===== src/rtl/mem_wb_skid_stage.sv =====
// MEM->WB pipeline register with valid/ready handshake, 2-entry skid buffer and flush.
// in_ready is a flop, so a WB stall never reaches MEM through combinational logic.
module mem_wb_skid_stage #(
  parameter int unsigned DATA_W      = 32,
  parameter int unsigned RD_W        = 5,
  parameter bit          ZERO_SQUASH = 1'b1
) (
  input  logic              clk,
  input  logic              rst,
  input  logic              flush,
  input  logic              in_valid,
  output logic              in_ready,
  input  logic [DATA_W-1:0] in_data,
  input  logic              in_regwrite,
  input  logic [RD_W-1:0]   in_rd,
  output logic              out_valid,
  input  logic              out_ready,
  output logic [DATA_W-1:0] out_data,
  output logic              out_regwrite,
  output logic [RD_W-1:0]   out_rd,
  output logic [1:0]        occupancy
);

  typedef enum logic [1:0] {
    EMPTY = 2'd0,
    ONE   = 2'd1,
    FULL  = 2'd2
  } state_t;

  state_t            state;
  logic              in_ready_q;
  logic [DATA_W-1:0] main_data;
  logic              main_rw;
  logic [RD_W-1:0]   main_rd;
  logic [DATA_W-1:0] skid_data;
  logic              skid_rw;
  logic [RD_W-1:0]   skid_rd;

  logic accept;
  logic retire;
  logic cap_rw;

  always_comb begin
    accept = in_valid & in_ready_q;
    retire = (state != EMPTY) & out_ready;
    // writes to x0 are architecturally void; drop the enable at capture time
    if (ZERO_SQUASH)
      cap_rw = in_regwrite & (in_rd != '0);
    else
      cap_rw = in_regwrite;
  end

  always_ff @(posedge clk) begin
    if (rst) begin
      state      <= EMPTY;
      in_ready_q <= 1'b1;
      main_data  <= '0;
      main_rw    <= 1'b0;
      main_rd    <= '0;
      skid_data  <= '0;
      skid_rw    <= 1'b0;
      skid_rd    <= '0;
    end else if (flush) begin
      state      <= EMPTY;
      in_ready_q <= 1'b1;
    end else begin
      case (state)
        EMPTY: begin
          if (accept) begin
            main_data <= in_data;
            main_rw   <= cap_rw;
            main_rd   <= in_rd;
            state     <= ONE;
          end
          in_ready_q <= 1'b1;
        end
        ONE: begin
          if (accept && retire) begin
            main_data <= in_data;
            main_rw   <= cap_rw;
            main_rd   <= in_rd;
          end else if (accept) begin
            skid_data  <= in_data;
            skid_rw    <= cap_rw;
            skid_rd    <= in_rd;
            state      <= FULL;
            in_ready_q <= 1'b0;
          end else if (retire) begin
            state <= EMPTY;
          end
        end
        FULL: begin
          if (retire) begin
            main_data  <= skid_data;
            main_rw    <= skid_rw;
            main_rd    <= skid_rd;
            state      <= ONE;
            in_ready_q <= 1'b1;
          end
        end
        default: begin
          state      <= EMPTY;
          in_ready_q <= 1'b1;
        end
      endcase
    end
  end

  always_comb begin
    in_ready     = in_ready_q;
    out_valid    = (state != EMPTY);
    out_data     = main_data;
    out_rd       = main_rd;
    out_regwrite = main_rw & out_valid;
    case (state)
      ONE:     occupancy = 2'd1;
      FULL:    occupancy = 2'd2;
      default: occupancy = 2'd0;
    endcase
  end

endmodule


===== config.mk =====
export PLATFORM = sky130hd
export DESIGN_NAME = mem_wb_skid_stage
export DESIGN_NICKNAME = d
export VERILOG_FILES = /design/src/rtl/mem_wb_skid_stage.sv
export SDC_FILE = /design/constraint.sdc
export NUM_CORES = 1
export LEC_CHECK = 0
export ABC_AREA = 1
export BUFFER_PORTS_ARGS = -buffer_cell sky130_fd_sc_hd__clkbuf_2
export CAP_MARGIN = 5
export CORE_MARGIN = 2
export CORE_UTILIZATION = 56
export CTS_BUF_LIST = sky130_fd_sc_hd__clkbuf_8
export CTS_CLUSTER_DIAMETER = 150
export DETAILED_ROUTE_END_ITERATION = 8
export PLACE_DENSITY = 0.82
export SLEW_MARGIN = 10
export SYNTH_ARGS = -nofsm -noshare
export SYNTH_HDL_FRONTEND = slang
export SYNTH_SLANG_ARGS = --single-unit

===== constraint.sdc =====
create_clock -name clk -period 1.8 [get_ports clk]
set_input_delay 0.09 -clock clk [delete_from_list [all_inputs] [get_ports clk]]
set_output_delay 0.09 -clock clk [all_outputs]
set_load 0.1 [all_outputs]

After elaboration in Yosys (flattened, before gate mapping)
Cells that the tools add are included.

storage, ports and cells
  flip-flop bits (word level) = 79
  bits in latches = 0
  bits in writable memories = 0
  bits in read-only memories = 0
  bits of input ports = 43
  output and inout port bits = 42
  memories = 0

operators by class
  add/sub/neg operators = 0
  multiply operators = 0
  divide/modulo/power cells = 0
  $lt $le $gt $ge = 0
  equality and inequality tests = 8
  shifts and indexed selects = 0
  multiplexer cells = 23
  bitwise gates (word level) = 6
  reduce and logical (&&, ||, !) cells = 10

operators by type and width
  kind                                           count
  2-to-1 mux 32 bit                              3
  case mux 32 bit (3 select lines)               1
  2-to-1 mux 5 bit                               3
  case mux 5 bit (3 select lines)                1
  2-to-1 mux 2 bit                               5
  != test 2 bit, second input constant           5
  AND reduction 4 bit                            2
  2-to-1 mux 1 bit                               6
  case mux 2 bit (3 select lines)                1
  AND reduction 5 bit                            1
  nonzero test 5 bit                             1
  AND 1 bit                                      4
  case mux 2 bit (2 select lines)                1
  != test 3 bit, second input constant           1
  case mux 1 bit (3 select lines)                1
  AND reduction 3 bit                            1
  nonzero test 3 bit                             1
  == test 2 x 1 -> 1 bit, second input constant  1
  == test 2 bit, second input constant           1
  logical NOT 2 bit                              1
  NOT 1 bit                                      2
  case mux 1 bit (2 select lines)                1
  nonzero test 2 bit                             1
  OR reduction 2 bit                             1
  logical AND 1 bit                              1

Logic depth before layout (Yosys ltp)
  depth in word-level cells = 6
  depth in mapped cells = 10
  mapped depth without buffers = 9

Least setup slack after synthesis
OpenSTA, ideal clock, no wires.

  kind = reg2reg
  start point = register in_ready_q, in the netlist in_ready
  end point = register main_data[10], in the netlist out_data[10]
  setup time = 0.119 ns
  arrival = 1.967 ns
  required time = 1.681 ns
  setup slack = -0.286 ns
  stages on the path, launching flop included = 10
  buffers on the path = 2
  period minus slack after synthesis = 2.086 ns
  path through = dfxtp_1 -> nand2_1 -> inv_1 -> nand3_2 -> nand2_1 -> buf_4 -> buf_4 -> nand3b_1 -> nand2_1 -> nor2_1

on the way
  longest elaborated chain between the ends = 4
  elaborated cells between the ends (all ways) = 5
  those cells by class = eq/ne: 2; bitwise: 1; reduce/logical: 2

ends and longest elaborated chain
  what                               RTL line  RTL
  from (decl)                        31        logic in_ready_q;
  from (signal assigned)             56        in_ready_q <= 1'b1;
  from (signal assigned)             65        in_ready_q <= 1'b1;
  from (signal assigned)             75        in_ready_q <= 1'b1;
  AND 1 bit (*)                      44        accept = in_valid & in_ready_q;
  logical AND 1 bit                  78        if (accept && retire) begin
  != test 2 bit (no line)            -
  AND reduction 5 bit (no line) (*)  -
  to (signal assigned)               70        main_data <= in_data;
  to (signal assigned)               79        main_data <= in_data;
  to (signal assigned)               94        main_data <= skid_data;
  to (decl)                          32        logic [DATA_W-1:0] main_data;

Mark *: on every way between the ends. The rest lies on a longest branch, timed or not.
A chain may end at the register's enable or synchronous reset.

Worst setup path in the final report
  start point = register state[1]
  end point = register main_rw

on the way
  longest elaborated chain between the ends = 5
  elaborated cells between the ends (all ways) = 12
  those cells by class = eq/ne: 5; mux: 1; bitwise: 1; reduce/logical: 5

ends and longest elaborated chain
  what                           RTL line  RTL
  from (decl)                    30        state_t state;
  from (signal assigned)         55        state <= EMPTY;
  from (signal assigned)         64        state <= EMPTY;
  from (signal assigned)         73        state <= ONE;
  nonzero test 2 bit             45        retire = (state != EMPTY) & out_ready;
  AND 1 bit                      45
  logical AND 1 bit              78
  != test 2 bit (no line)        -
  AND reduction 5 bit (no line)  -
  to (signal assigned)           71        main_rw <= cap_rw;
  to (signal assigned)           80        main_rw <= cap_rw;
  to (signal assigned)           95        main_rw <= skid_rw;
  to (decl)                      33        logic main_rw;

Parallel ways exist; a longest one is shown, timed or not.

==> reports/metrics.csv <==
metric,value,unit
vdd_drop_max,0.000664,V
final_area,0.00442,mm2
worstPathRequired,2.06,ns
fmax,0.627,GHz
synth_top_cell_area_share,42.8,%
slew_headroom,57.2,%
worst_setup_path_end_kind,flop,
place.gp.congestion,0.792,
htreeDepth,3,
hp-class,input pin to flop,
synthMuxAreaShare,0,%
grt_antenna_before_repair,0,
drive_above_1_share,19.8,%
dr.pass1.iters,4,
portBuffers,84,
yosys.area_share.simple,31.0,%
area_growth,19.6,%
max_cap_violations,0,
finalSetupTns,0,ns
syn-num-nets,583,
period_minus_slack,1.59,ns
period_share,88.6,%
grt_pass1_wl,14200,um
synth_seq_cells,79,
ant_nets,0,
cts_root_buf,clkbuf_8,
drtIter0Drc,180,
status,"finished, final reports clean",
yosysSeqAreaShare,42.8,%
critPathArrivalTime,1.85,ns
grt.met2_usage,39.6,%
p_switching,1.43,mW
power.share.clock,38.4,%
rows,29,
yosysUniqueCellTypes,18,
tritoncts,done,
initial_utilization,58.2,%
grtUsageTotal,24.1,%
syn-mean-instance-area,6.85,um2
drc,0,
synth_top_family_by_area,simple AND/OR/NAND/NOR gates,
insertedDiodeCount,0,
tightest_slew,0.643,ns
cp_max_fo,50,
pwr_density_cell,1030,mW/mm2
grt_use_met3,4.28,%
fin_nets,649,
clkTransAtPathRegs,0.08,ns
detail_route.wl_per_cell,12.2,um
grt_util_met1,30.6,%
p_comb_share,20.7,%
grt-busiest-layer,met2,
ys.warnings.count,0,
die_h,85.3,um
finalMaxSlewViolations,0,
pin_count,85,
die_area,0.00727,mm2
synth_compound_area_share,15.6,%
core_area,0.00635,mm2
syn_inst,540,
grt_overflow,0,
place_area,0.00413,mm2
netlist_area,0.00370,mm2
hold_violations,0,
fp.dieW,85.3,um
vias,3516,
max-clock-path-buffers,2,
synth_fa_ha_area_share,0,%
synth_xor_area_share,0,%
p_int,3.13,mW
critPathLaunchType,flop,
criticalPathCategory,flop to flop,
power.share.switching,31.3,%
grt_max_degree,77,
synth_area_leader_cell,dfxtp_1,
placedCellCount,670,
grt_pass1_vias,3186,
power.leakage,2.06,nW
layout_common_cells,"nand2_1, clkbuf_2, a21oi_1",
final_util,69.7,%
final_common_cell,nand2_1,
cts_setup_buffers,0,
synthTopCellsByArea,"dfxtp_1, nand2_1, a21oi_1",
power.total,4.56,mW
fin_skew,0.00759,ns
n_fill_cell,540,
routed_wl,8380,um
numCtsBuffers,9,
clk_latency,0.35,ns
via_per_inst,5.11,
p_seq_share,40.9,%
rsz0062_at_grt,false,
instances_no_fill,688,
finalSetupViolCount,0,
numClockSinks,79,
dp_hpwl,5360,um
## power by group through the flow
stage / Clock [mW] / Combinational (mW) / Sequential [mW]
after detailed placement: 0 / 0.938 / 1.90
after CTS: 1.77 / 0.943 / 1.86
after global placement: 0 / 0.927 / 1.90
after global routing: 1.84 / 1.01 / 1.87
after floorplan: 0 / 0.330 / 2.34
final: 1.75 / 0.942 / 1.86
## path summary, 6_finish.rpt
kind                               end  depth (start not counted)  slack, ns                       from
max               main_rw$_SDFFE_PP0P_                          9       0.21      state[1]$_SDFFE_PP0P_
min               skid_rw$_SDFFE_PP0P_                          3       0.02                in_regwrite
max reg2reg       main_rw$_SDFFE_PP0P_                          9       0.21      state[1]$_SDFFE_PP0P_
min reg2reg  skid_data[2]$_SDFFE_PP0P_                          2       0.45  skid_data[2]$_SDFFE_PP0P_
## stage by stage
stage | hold slack [ns] | setup WS (ns)
after global placement | 0.306 | 0.314
final | 0.0225 | 0.205
after detailed placement | 0.305 | 0.219
after global routing | 0.0491 | 0.0618
after CTS | 0.00949 | 0.220
after floorplan | 0.159 | 0.00716
## flip-flops by register name (all words and copies together), names as in the netlist
signal     cells
out_data      32
state          2
skid_rd        5
skid_data     32
in_ready       1
skid_rw        1
main_rw        1
out_rd         5
## cells in the mapped netlist (all sizes together)
cell,n
nand2,165
dfxtp,79
a21oi,78
inv,48
nor2,46
nand3b,38
o21ai,37
buf,24
clkbuf,16
nand3,7
nand4,1
nor3,1
## cell type report
type	instances	area [um2]	share of cell area (%)
tap	77	96.3	2.18
sequential	79	1580	35.8
inverter	48	180	4.07
clock buffer	10	138	3.11
clock inverter	6	133	3.00
timing repair buffer	95	561	12.7
multi-input combinational	373	1730	39.2
## cells by family (layout without fill, tap and decap cells)
logic type / Yosys count / count (layout)
DFF: 79 / 79
AOI/OAI and AO/OA: 115 / 115
and+or+nand+nor: 258 / 258
buffers and inverters: 88 / 159
## critical path, cell delays in order, from the launching register on
cell and delay, ns:
dfxtp_1 0.37, inv_2 0.11, nor2_4 0.05, nand2_2 0.10, nand2_1 0.08, inv_2 0.06
buf_4 0.42, nand2_1 0.14, nor2_1 0.13, nor2_1 0.05
## timing repair
| action | CTS | global route |
|---|---|---|
| hold buffers | 2 | 0 |
| endpoints found under the hold margin | 2 | 0 |
| resized for setup | 0 | 0 |
## layer usage
metal  vias to the layer above  wire, um
met5                         -         0
met4                         0       154
met3                        13       462
met2                        91      3960
met1                      1572      3810
li1                       1840         -
No activity file was read; power rests on OpenSTA's default activity.
